File: src/rtl/subtractor_n_bit_serial.sv
// subtractor_n_bit_serial: bit-serial N-bit subtractor (operand1 - operand2), LSB first, one bit per clock.
//   clock/reset_n           : rising-edge clock, asynchronous active-low reset
//   start                   : request, accepted in IDLE or DONE; operands captured on that edge
//   operand1/operand2 [N]   : minuend / subtrahend
//   busy                    : high for the N cycles of an operation
//   done                    : one-cycle pulse when result/borrow become valid
//   result [N], borrow      : difference mod 2^N and unsigned borrow, held until the next accepted start
//   SUB_SATURATE_EN         : when defined, a borrowing result is floored to 0 (borrow still reports 1)
module subtractor_n_bit_serial #(
  parameter int N = 4
) (
  input  logic         clock,
  input  logic         reset_n,
  input  logic         start,
  input  logic [N-1:0] operand1,
  input  logic [N-1:0] operand2,
  output logic         busy,
  output logic         done,
  output logic [N-1:0] result,
  output logic         borrow
);
  localparam int CW = $clog2(N);
  typedef enum logic [1:0] {IDLE, BUSY, DONE} state_t;
  state_t state, state_nx;
  logic [N-1:0] a_sh, b_sh, diff;
  logic [N-2:0] acc;
  logic [CW-1:0] cnt;
  logic bin, d, bout, last, accept;
  assign d      = a_sh[0] ^ b_sh[0] ^ bin;
  assign bout   = (~a_sh[0] & b_sh[0]) | (~(a_sh[0] ^ b_sh[0]) & bin);
  assign last   = cnt == CW'(N - 1);
  assign accept = start && state != BUSY;
  // acc keeps the N-1 partial bits; the full difference only exists on the final bit
  assign diff   = {d, acc};
  assign busy   = state == BUSY;
  assign done   = state == DONE;
  always_ff @(posedge clock or negedge reset_n)
    if (!reset_n) state <= IDLE;
    else state <= state_nx;
  always_comb begin
    state_nx = accept ? BUSY : (state == BUSY) ? (last ? DONE : BUSY) : IDLE;
  end
  always_ff @(posedge clock or negedge reset_n) begin
    if (!reset_n) begin
      a_sh   <= '0;
      b_sh   <= '0;
      acc    <= '0;
      cnt    <= '0;
      bin    <= 1'b0;
      result <= '0;
      borrow <= 1'b0;
    end else if (accept) begin
      a_sh <= operand1;
      b_sh <= operand2;
      acc  <= '0;
      cnt  <= '0;
      bin  <= 1'b0;
    end else if (state == BUSY) begin
      a_sh <= a_sh >> 1;
      b_sh <= b_sh >> 1;
      acc  <= diff[N-1:1];
      cnt  <= cnt + CW'(1);
      bin  <= bout;
      if (last) begin
`ifdef SUB_SATURATE_EN
        result <= bout ? '0 : diff;
`else
        result <= diff;
`endif
        borrow <= bout;
      end
    end
  end
endmodule

File: config.mk
export PLATFORM = sky130hd
export DESIGN_NAME = subtractor_n_bit_serial
export DESIGN_NICKNAME = d
export VERILOG_FILES = /design/src/rtl/subtractor_n_bit_serial.sv
export SDC_FILE = /design/constraint.sdc
export NUM_CORES = 1
export LEC_CHECK = 0
export CAP_MARGIN = 15
export CORE_MARGIN = 4
export CORE_UTILIZATION = 30
export CTS_CLUSTER_DIAMETER = 80
export DETAILED_ROUTE_END_ITERATION = 10
export REMOVE_ABC_BUFFERS = 1
export SLEW_MARGIN = 0
export SYNTH_ARGS = -nofsm -noshare
export SYNTH_HDL_FRONTEND = slang
export SYNTH_SLANG_ARGS = --single-unit
export TNS_END_PERCENT = 100
File: constraint.sdc
create_clock -name clock -period 1.2 [get_ports clock]
set_input_delay 0.12 -clock clock [delete_from_list [all_inputs] [get_ports clock]]
set_output_delay 0.12 -clock clock [all_outputs]
set_load 0.01 [all_outputs]
* Yosys cells after proc, flatten, opt, wreduce, memory -nomap -nowiden *
Index checks and enable logic that the tools add are counted.

word-level totals
  input port bits = 11
  register bits after elaboration = 21
  logic and storage cells = 37

cells by class
  equality and inequality tests = 4
  bitwise logic cells = 8
  reduce and logical (&&, ||, !) cells = 3
  $add $sub $neg = 1
  multiplexer cells = 13

operator list
  kind                                                                    number
  4-bit 2-to-1 mux                                                        4
  2-bit 2-to-1 mux                                                        5
  3-bit 2-to-1 mux                                                        2
  2-bit equality test (second input constant)                             2
  1-bit NOT                                                               3
  3-bit AND reduction                                                     1
  2-bit by 1-bit adder with 2-bit output (second input constant)          1
  1-bit bitwise AND                                                       2
  2-bit by 1-bit equality test with 1-bit output (second input constant)  1
  1-bit 2-to-1 mux                                                        2
  2-bit by 1-bit != test with 1-bit output (second input constant)        1
  2-bit nonzero test                                                      1
  1-bit XOR                                                               2
  1-bit logical AND                                                       1
  1-bit bitwise OR                                                        1

* Logic depth before layout (Yosys ltp) *
Gate-level depths: netlist (run 1).

  depth in word-level cells = 6
  gate-level depth with buffers = 4
  depth with buffers taken out = 3

* Worst setup path before layout (run 1) *
OpenSTA, ideal clock, no wires.

  path type = reg2reg
  start point = reg cnt[0]
  end point = reg result[0]
  buffers on the path = 0
  data required time = 1.075 ns
  setup slack = -0.051 ns
  arrival = 1.126 ns
  stages on the path, launching flop included = 4
  cells stage by stage = dfrtp_1 -> ha_1 -> nand3b_1 -> mux2_2

between the ends
  longest elaborated chain between the ends = 2

RTL lines
  what                                  line  text
  start, declared                       27    logic [CW-1:0] cnt;
  start signal, assigned                62    cnt <= cnt + CW'(1);
  2-bit equality test                   31    assign last = cnt == CW'(N - 1);
  3-bit AND reduction (no source line)  n/a
  end signal, assigned                  68    result <= diff;
  end, declared                         19    output logic [N-1:0] result,

No other way between the ends.
A chain may end at the register's enable or synchronous reset.

* Worst setup path after layout (run 1) *
  start point = reg bin
  end point = reg acc[2]

between the ends
  longest elaborated chain between the ends = 3

RTL lines
  what                    line  text
  start, declared         28    logic bin, d, bout, last, accept;
  start signal, assigned  63    bin <= bout;
  1-bit XOR               29    assign d = a_sh[0] ^ b_sh[0] ^ bin;
  named net d             28
  3-bit 2-to-1 mux        58    end else if (state == BUSY) begin
  3-bit 2-to-1 mux        52    end else if (accept) begin
  end signal, assigned    61    acc <= diff[N-1:1];
  end, declared           26    logic [N-2:0] acc;

The timed path passes the listed nets, and every way through them passes these cells. The select of a mux whose other input is x is not followed.

==> results of run 1 <==
-- state kept, by name, indices dropped and copies added, names as in the netlist --
register / flops
a_sh: 4
acc: 3
b_sh: 4
bin: 1
borrow: 1
cnt: 2
result: 4
state: 2
-- worst reg2reg max path, stage by stage, from the launching register on --
cell and delay [ns]:
dfrtp_1 0.38, inv_2 0.05, fa_1 0.49, mux2_4 0.28
-- final cells by class --
| class | count | area [um2] | share of cell area, % |
|---|---|---|---|
| clock buffer | 3 | 22.52 | 1.705 |
| clock inverter | 1 | 5.005 | 0.3788 |
| inverter | 5 | 18.77 | 1.420 |
| multi-input combinational | 39 | 425.4 | 32.20 |
| sequential | 21 | 526.8 | 39.87 |
| tap | 44 | 55.05 | 4.167 |
| timing repair buffer | 29 | 267.8 | 20.27 |
-- layer usage --
layer	wire [um]	GRT usage, %
met5	0	0
met4	0	3.958
met3	65	2.426
met2	871	14.69
met1	818	12.27
-- report_power, final --
part | switching, mW | internal [mW]
Clock | 0.223 | 0.124
Sequential | 0.191 | 1.03
Combinational | 0.556 | 0.952
-- through the flow --
step	setup slack, ns	hold WS (ns)	std cells
2_1_floorplan	-0.05079	-0.1756	65
3_3_place_gp	-0.2520	0.4830	136
3_5_place_dp	-0.2703	0.4868	136
4_1_cts	-0.1254	0.1269	143
5_1_grt	-0.1431	0.1445	142
6_report	-0.09063	0.1359	142
-- cells by family after synthesis --
logic type,Yosys count,synth area share [%]
mux,25,29.12
flops,21,54.12
simple gates,11,7.218
buf+inv,8,5.412
fa+ha+maj,2,3.350
compound gates,1,0.7735
-- repair_timing --
action                                  4_1_cts  5_1_grt
gates resized for setup                      19       10
buffers inserted                              3        0
pin swaps                                     1        1
endpoints found under the setup margin       18       18
-- layout by cell type (no fill, tap or decap), drive strengths merged --
master	synthesis	final
and2b	4	4
buf	3	14
clkbuf	0	3
clkdlybuf4s50	0	10
clkinv	0	1
dfrtp	21	21
dlygate4sd2	0	5
fa	1	1
ha	1	1
inv	5	5
mux2	20	20
mux2i	5	5
nand2b	3	3
nand3b	1	1
nor2	2	2
nor2b	1	1
o21a	1	1
-- worst max path at each step --
stage           endpoint  startpoint  slack, ns  cells after the start
4_1_cts             busy    state[1]      -0.13                      3
2_1_floorplan  result[0]      cnt[0]      -0.05                      3
3_3_place_gp     a_sh[1]       start      -0.25                      4
5_1_grt           acc[2]         bin      -0.14                      3
6_report          acc[2]         bin      -0.09                      3
3_5_place_dp     b_sh[2]       start      -0.27                      4
==> metrics.md, run 1 <==
| Metric | Value |
|---|---|
| Vias in the first global route | `661` |
| Post-synthesis area per instance | `14.28 um2` |
| Pin slew with the least headroom to its limit | `0.2765 ns` |
| Post-synth top area share | `54.12%` |
| Port Buffers | `17` |
| Yosys reg bits | `21` |
| Total power draw | `3.072 mW` |
| Boundary pin count | `18` |
| PwrDens | `2325 nW/um2` |
| Cell count after synthesis | `68` |
| Fin. Hold Viols | `0` |
| Cell taking the most area after synthesis | `dfrtp_1` |
| Crit-path max cell delay | `0.49 ns` |
| Die Ht | `64.89 um` |
| CTS tree | `done` |
| Core Footprint | `3078 um2` |
| Iteration-0 DRC Markers | `7` |
| Routability Congestion | `0.6665` |
| Minimum clock period | `1.291 ns` |
| H-tree depth | `1` |
| Fill cells | `305` |
| Failing checks | `negative setup slack` |
| Number of vias in the routed layout | `583` |
| Slowest CP cell | `fa_1` |
| Max-cap violations | `0` |
| Reg2Reg Capture Point | `acc[2]` |
| Share of layout cells above drive strength 1 | `45.92%` |
| Initial antenna violation count | `0` |
| Critical Path AT | `1.50 ns` |
| R2R cell count | `3` |
| HP Class | `primary input to async pin` |
| Post-synthesis cell type count | `16` |
| Most area-consuming cells after synthesis | `dfrtp_1, mux2_2, mux2i_1` |
| Design area | `1321 um2` |
| Worst Path Required | `1.41 ns` |
| HPWL Detailed | `1218 um` |
| Worst R2R Setup Slack | `-0.09 ns` |
| Post-synth EDFFs | `0` |
| Share of flip-flops with an asynchronous set or reset | `100.0%` |
| Tcrit/Tclk final | `107.6%` |
| Top-count cell post-synth | `dfrtp_1` |
| Top_reg_cell synth | `dfrtp_1` |
| Worst-Skew Late Latency | `0.31 ns` |
| Chip width | `64.89 um` |
| CP max FO | `2` |
| Area growth syn-to-layout | `36.08%` |
| Startpoint types | `register` |
| Kind of critical path | `register to register` |
| Nets | `112` |
| Post-route DRC | `0` |
| Placed cell area | `1237 um2` |
| RSZ-0062 raised after global routing | `yes` |
| Clk buf depth | `2` |
| Crit-path cells | `inv_2, fa_1, mux2_4` |
| Initial core utilization | `31.54%` |
| Drt wl/cell | `12.35 um` |
| Setup slack after layout | `-0.09063 ns` |
| Max frequency | `774.8 MHz` |
| Synth warnings | `0` |
| Max Slew Vio Count | `0` |
| Synthesized area | `970.9 um2` |
| Antenna Cells | `0` |
| Max Clock Skew | `0.007635 ns` |
| CTS buffer count | `3` |
| Rel. slew slack | `81.57%` |
| Crit end category | `register` |
| Pin count of the biggest net entering global routing | `22` |
| Crit-path leading delay family | `adder cells` |
| Hold-fix buffers, CTS | `0` |
| Global-route wire length before repair | `3036 um` |
| Buf/Inv on CP | `1` |
| Synth top cells by count | `dfrtp_1, mux2_2, inv_1, mux2i_1, and2b_1` |
| DR pass1 iterations | `4` |
| Worst-path clk slew | `0.13 ns` |
| DRT Wirelength | `1754 um` |
| Outcome | `complete, but fails checks` |
| Leak pwr | `0.6488 nW` |
| Setup TNS | `-0.5522 ns` |
| Max IR drop VDD | `0.0007940 V` |
| Clock tree root driver cell | `clkbuf_4` |
| Seq/Total Area, Yosys | `54.12%` |
| GR Util All Layers | `9.407%` |
| Post-route ant nets | `0` |
| Die area | `4211 um2` |
| Finished Core Util | `42.93%` |
| CTS sink cnt | `21` |
| Total grt overflow | `0` |
| Cell row count | `20` |
| Crit Reg-Reg Startpoint | `bin` |
| Final setup fails | `13` |
| Via density | `4.106` |
No activity file was read; power rests on OpenSTA's default activity.
==> inputs of run 2 (changes only) <==
--- a/config.mk
+++ b/config.mk
@@ -7,9 +7,10 @@
 export LEC_CHECK = 0
 export CAP_MARGIN = 15
 export CORE_MARGIN = 4
-export CORE_UTILIZATION = 30
+export CORE_UTILIZATION = 40
 export CTS_CLUSTER_DIAMETER = 80
 export DETAILED_ROUTE_END_ITERATION = 10
+export PLACE_DENSITY = 0.66
 export REMOVE_ABC_BUFFERS = 1
 export SLEW_MARGIN = 0
 export SYNTH_ARGS = -nofsm -noshare
==> metrics.md, run 2 (synthesized netlist as in run 1, its figures left out) <==
| Metric | Value |
|---|---|
| Crit-path leading delay family | `adder cells` |
| Pin count of the biggest net entering global routing | `22 (unchanged)` |
| Antenna Cells | `0 (unchanged)` |
| Boundary pin count | `18 (unchanged)` |
| Max IR drop VDD | `0.001268 V (+60%)` |
| Clock tree root driver cell | `clkbuf_4` |
| Routability Congestion | `0.6540 (-1.9%)` |
| Crit-path cells | `inv_1, fa_1, mux2_4` |
| Hold WS | `0.1432 ns (+0.007249 ns)` |
| Most frequent cells in the layout | `dfrtp_1, mux2_2, clkdlybuf4s50_1` |
| Core Footprint | `2255 um2 (-27%)` |
| Critical Path AT | `1.48 ns (-0.02 ns)` |
| Most common cell after layout, fill and taps aside | `dfrtp_1` |
| Global-route wire length before repair | `2732 um (-10%)` |
| Max Slew Vio Count | `0 (unchanged)` |
| Post-route DRC | `0 (unchanged)` |
| Minimum clock period | `1.280 ns (-0.01022 ns)` |
| Share of layout cells above drive strength 1 | `41.24% (-4.7 points)` |
| Worst Path Required | `1.40 ns (about the same)` |
| Port Buffers | `17 (unchanged)` |
| Total power draw | `2.992 mW (-2.6%)` |
| Max-cap violations | `0 (unchanged)` |
| Pre-CTS WS | `-0.3033 ns (-0.03300 ns)` |
| Worst-Skew Late Latency | `0.30 ns (about the same)` |
| CTS buffer count | `3 (unchanged)` |
| PwrDens | `2335 nW/um2 (+0.42%)` |
| H-tree depth | `1 (unchanged)` |
| Leak pwr | `0.6429 nW (-0.91%)` |
| Finished Core Util | `56.83% (+14 points)` |
| Clk buf depth | `2 (unchanged)` |
| DRT Wirelength | `1567 um (-11%)` |
| Setup slack after layout | `-0.08041 ns (+0.01022 ns)` |
| Worst-path clk slew | `0.11 ns (-0.02 ns)` |
| Die area | `3279 um2 (-22%)` |
| Max Clock Skew | `0.005224 ns (-0.002412 ns)` |
| Outcome | `complete, but fails checks` |
| HPWL Detailed | `1160 um (-4.8%)` |
| Fin. Hold Viols | `0 (unchanged)` |
| Initial antenna violation count | `0 (unchanged)` |
| Placed cell area | `1202 um2 (-2.8%)` |
| Startpoint types | `register` |
| R2R cell count | `3 (unchanged)` |
| DR pass1 iterations | `2 (-2)` |
| Largest regs | `a_sh: 4 flops, b_sh: 4 flops, result: 4 flops` |
| Failing checks | `negative setup slack` |
| Hold-fix buffers, CTS | `0 (unchanged)` |
| Crit-path max cell delay | `0.49 ns (about the same)` |
| GR Util All Layers | `10.61% (+1.2 points)` |
| Vias in the first global route | `631 (-4.5%)` |
| Via density | `4.664 (+14%)` |
| Cell row count | `17 (-15%)` |
| CP max FO | `2 (unchanged)` |
| Initial core utilization | `43.06% (+12 points)` |
| Slowest CP cell | `fa_1` |
| Area growth syn-to-layout | `31.96%` |
| CTS sink cnt | `21 (unchanged)` |
| Buf/Inv on CP | `1 (unchanged)` |
| Design area | `1281 um2 (-3.0%)` |
| Crit end category | `register` |
| Nets | `111 (-0.89%)` |
| Max frequency | `781.0 MHz (+0.80%)` |
| Number of vias in the routed layout | `583 (unchanged)` |
| Cell depth of the worst setup path | `3 (unchanged)` |
| Total grt overflow | `0 (unchanged)` |
| Post-route ant nets | `0 (unchanged)` |
| Final setup fails | `5 (-8)` |
| Drt wl/cell | `12.54 um (+1.5%)` |
| Pin slew with the least headroom to its limit | `0.2627 ns (-0.01384 ns)` |
| RSZ-0062 raised after global routing | `yes` |
| Iteration-0 DRC Markers | `2 (-5)` |
| HP Class | `primary input to async pin` |
| Chip width | `57.27 um (-12%)` |
| Rel. slew slack | `82.49% (+0.92 points)` |
| Tcrit/Tclk final | `106.7% (-0.85 points)` |
| CTS tree | `done` |
| Kind of critical path | `register to register` |
| Die Ht | `57.27 um (-12%)` |
run 2: power by group:
| group | leakage, nW | internal, mW | switching (mW) |
|---|---|---|---|
| Sequential | 0.266 | 1.02 | 0.170 |
| Combinational | 0.362 | 0.925 | 0.542 |
| Clock | 0.0150 | 0.129 | 0.201 |
| Total | 0.643 | 2.08 | 0.913 |
run 2: final cells by class:
type / count / area (um2)
Multi-Input combinational cell: 39 / 417.9
Inverter: 5 / 18.77
Fill cell: 216 / 973.4
Timing Repair Buffer: 28 / 257.7
Tap cell: 28 / 35.03
Sequential cell: 21 / 525.5
Clock buffer: 4 / 26.28
run 2: final timing paths:
check	startpoint	endpoint	slack, ns
worst max-delay path	b_sh[0]	result[3]	-0.08
worst min register to register	acc[0]	result[0]	0.51
worst max register to register	b_sh[0]	result[3]	-0.08
worst min-delay path	reset_n	result[2]	0.14
min in group clock	operand2[3]	b_sh[3]	0.43
max in group asynchronous	reset_n	borrow	0.84
run 2: per-stage QoR:
stage | TNS (ns) | std cells
global placement | -3.163 | 118
finish | -0.2302 | 125
detailed placement | -3.240 | 118
floorplan | -0.5766 | 65
CTS | -0.2116 | 124
global route | -0.4786 | 125
run 2: repair_timing:
item | CTS | global route
hold endpoints to repair | 0 | 0
pin swaps | 2 | 1
gates resized for setup | 20 | 6
buffers inserted | 2 | 1
setup endpoints to repair | 18 | 16
run 2: routing by layer:
layer,up-vias,part of all wire (%),GRT usage (%)
met4,0,0,1.987
li1,286,-,-
met3,0,8.6,4.751
met1,280,42,12.71
met2,17,49,17.78
met5,-,0,0
==> inputs of run 3 (changes only) <==
--- a/config.mk
+++ b/config.mk
@@ -6,11 +6,9 @@
 export NUM_CORES = 1
 export LEC_CHECK = 0
 export CAP_MARGIN = 15
-export CORE_MARGIN = 4
-export CORE_UTILIZATION = 40
+export CORE_UTILIZATION = 30
 export CTS_CLUSTER_DIAMETER = 80
 export DETAILED_ROUTE_END_ITERATION = 10
-export PLACE_DENSITY = 0.66
 export REMOVE_ABC_BUFFERS = 1
 export SLEW_MARGIN = 0
 export SYNTH_ARGS = -nofsm -noshare
==> metrics.md, run 3 (synthesized netlist as in run 1, its figures left out) <==
| Metric | Value |
|---|---|
| Clock tree root driver cell | `clkbuf_4` |
| GR Util All Layers | `11.44% (+0.82 points)` |
| Worst R2R Setup Slack | `-0.1 ns (-0.02 ns)` |
| Boundary pin count | `18 (unchanged)` |
| CTS sink cnt | `21 (unchanged)` |
| Critical Path AT | `1.50 ns (+0.02 ns)` |
| Max Slew Vio Count | `0 (unchanged)` |
| Pin count of the biggest net entering global routing | `22 (unchanged)` |
| CTS buffer count | `3 (unchanged)` |
| Startpoint types | `register` |
| Rel. slew slack | `81.82% (-0.67 points)` |
| Die Ht | `58.89 um (+2.8%)` |
| Hold-fix buffers, CTS | `0 (unchanged)` |
| Leak pwr | `0.6581 nW (+2.4%)` |
| Reg2Reg Capture Point | `result[3]` |
| Largest regs | `a_sh: 4 flops, b_sh: 4 flops, result: 4 flops` |
| Vias in the first global route | `672 (+6.5%)` |
| Slowest CP cell | `fa_1` |
| Crit end category | `register` |
| Sequential power share | `38.4% (-1.5 points)` |
| NetSw | `0.9601 mW (+5.2%)` |
| Worst Path Required | `1.40 ns (about the same)` |
| Most common cell after layout, fill and taps aside | `dfrtp_1` |
| Clk buf depth | `2 (unchanged)` |
| Worst-Skew Late Latency | `0.31 ns (about the same)` |
| Via density | `4.273 (-8.4%)` |
| H-tree depth | `1 (unchanged)` |
| Combinational power share | `50.4% (+1.3 points)` |
| Buf/Inv on CP | `1 (unchanged)` |
| Initial core utilization | `31.80% (-11 points)` |
| Antenna Cells | `0 (unchanged)` |
| Final setup fails | `5 (unchanged)` |
| Max frequency | `771.2 MHz (-1.2%)` |
| Core Footprint | `3053 um2 (+35%)` |
| Global-route wire length before repair | `2904 um (+6.3%)` |
| Fill cells | `299 (+38%)` |
| Port Buffers | `17 (unchanged)` |
| Fin. Hold Viols | `0 (unchanged)` |
| Routability Congestion | `0.6724 (+2.8%)` |
| Nets | `113 (+1.8%)` |
| Chip width | `58.89 um (+2.8%)` |
| Minimum clock period | `1.297 ns (+0.01620 ns)` |
| Outcome | `complete, but fails checks` |
| HPWL Detailed | `1190 um (+2.6%)` |
| Total grt overflow | `0 (unchanged)` |
| Setup slack after layout | `-0.09662 ns (-0.01620 ns)` |
| CP max FO | `2 (unchanged)` |
| Share of layout cells above drive strength 1 | `44.44% (+3.2 points)` |
| Tcrit/Tclk final | `108.1% (+1.4 points)` |
| Total power draw | `3.108 mW (+3.9%)` |
| Area growth syn-to-layout | `36.08%` |
| CTS tree | `done` |
| Crit-path cells | `inv_2, fa_1, mux2_4` |
| Failing checks | `negative setup slack` |
| Initial antenna violation count | `0 (unchanged)` |
| Cell row count | `20 (+3)` |
| Crit-path leading delay family | `adder cells` |
| Setup TNS | `-0.2878 ns (-0.05755 ns)` |
| Switching Share | `30.89% (+0.38 points)` |
| DR pass1 iterations | `3 (+1)` |
| Worst-path clk slew | `0.12 ns (about the same)` |
| Iteration-0 DRC Markers | `4 (+2)` |
| Kind of critical path | `register to register` |
| Most frequent cells in the layout | `dfrtp_1, mux2_2, clkdlybuf4s50_1, buf_4, mux2_4` |
| Die area | `3468 um2 (+5.8%)` |
| Crit-path max cell delay | `0.49 ns (about the same)` |
| HP Class | `primary input to async pin` |
| Post-route DRC | `0 (unchanged)` |
| PwrDens | `2352 nW/um2 (+0.73%)` |
| Max IR drop VDD | `0.0005905 V (-53%)` |
| R2R cell count | `3 (unchanged)` |
| DRT Wirelength | `1671 um (+6.6%)` |
| Number of vias in the routed layout | `611 (+4.8%)` |
| Drt wl/cell | `11.69 um (-6.8%)` |
| Crit Reg-Reg Startpoint | `b_sh[0]` |
| Max Clock Skew | `0.005564 ns (+0.0003400 ns)` |
| Post-route ant nets | `0 (unchanged)` |
| Pin slew with the least headroom to its limit | `0.2726 ns (+0.009991 ns)` |
| Clk pwr share | `11.2% (+0.2 points)` |
| Max-cap violations | `0 (unchanged)` |
| Power Internal | `2.148 mW (+3.3%)` |
| RSZ-0062 raised after global routing | `yes` |
==> run 3: cell types whose count changed in the layout (fill, tap and decap cells not counted), sizes merged <==
cell and delta:
clkbuf -1, clkinv +1, buf +2
==> run 3: repair_timing <==
item                       in CTS  in global routing
resized for setup              18                 10
pin swaps                       2                  1
setup endpoints to repair      22                 10
buffers inserted                2                  1
==> run 3: worst max-delay path by stage <==
stage	endpoint	slack [ns]	cells past startpoint	from
global placement	b_sh[1]	-0.27	4	start
CTS	result[3]	-0.1	3	bin
finish	result[3]	-0.1	3	b_sh[0]
floorplan	result[0]	-0.05	3	cnt[0]
detailed placement	b_sh[1]	-0.28	4	start
global route	result[3]	-0.14	3	b_sh[0]
==> run 3: power by group through the flow <==
stage	Sequential [mW]	Clock [mW]	Combinational [mW]
detailed placement	1.20	0	1.39
floorplan	1.21	0	0.786
finish	1.19	0.350	1.57
global route	1.23	0.383	1.72
CTS	1.20	0.353	1.47
global placement	1.19	0	1.35
==> run 3: routing by layer <==
| layer | share of wire (%) | track usage [%] | up-vias | routed length [um] |
|---|---|---|---|---|
| met3 | 4.7 | 3.516 | 4 | 78 |
| met2 | 49 | 19.97 | 13 | 824 |
| li1 | - | - | 297 | - |
| met1 | 44 | 12.32 | 297 | 731 |
| met5 | 0 | 0 | - | 0 |
| met4 | 2.2 | 6.122 | 0 | 36 |
==> run 3: cell type report <==
| cell class | instances | area, um2 | share of cell area, % |
|---|---|---|---|
| Multi-Input combinational cell | 39 | 421.7 | 31.91 |
| Clock inverter | 1 | 5.005 | 0.3788 |
| Inverter | 5 | 18.77 | 1.420 |
| Tap cell | 44 | 55.05 | 4.167 |
| Timing Repair Buffer | 30 | 272.8 | 20.64 |
| Sequential cell | 21 | 525.5 | 39.77 |
| Clock buffer | 3 | 22.52 | 1.705 |
==> run 3: per-stage QoR <==
stage	setup slack, ns	cell area, um2	hold slack (ns)	std cells	util (%)
final	-0.09662	1321	0.1392	143	43.28
after CTS	-0.09816	1305	0.1490	142	42.75
after floorplan	-0.05079	937.1	-0.1756	65	-
after detailed placement	-0.2804	1237	0.4893	136	40.53
after global placement	-0.2664	1237	0.4855	136	40.53
after global routing	-0.1448	1321	0.1659	143	43.28
==> run 3: worst reg2reg max path, delay by kind of cell, from the launching register on <==
| family | cells | cell delay (ns) |
|---|---|---|
| buffers and inverters | 1 | 0.05 |
| flip-flops | 1 | 0.38 |
| adder cells (fa/ha/maj) | 1 | 0.49 |
| multiplexers | 1 | 0.28 |
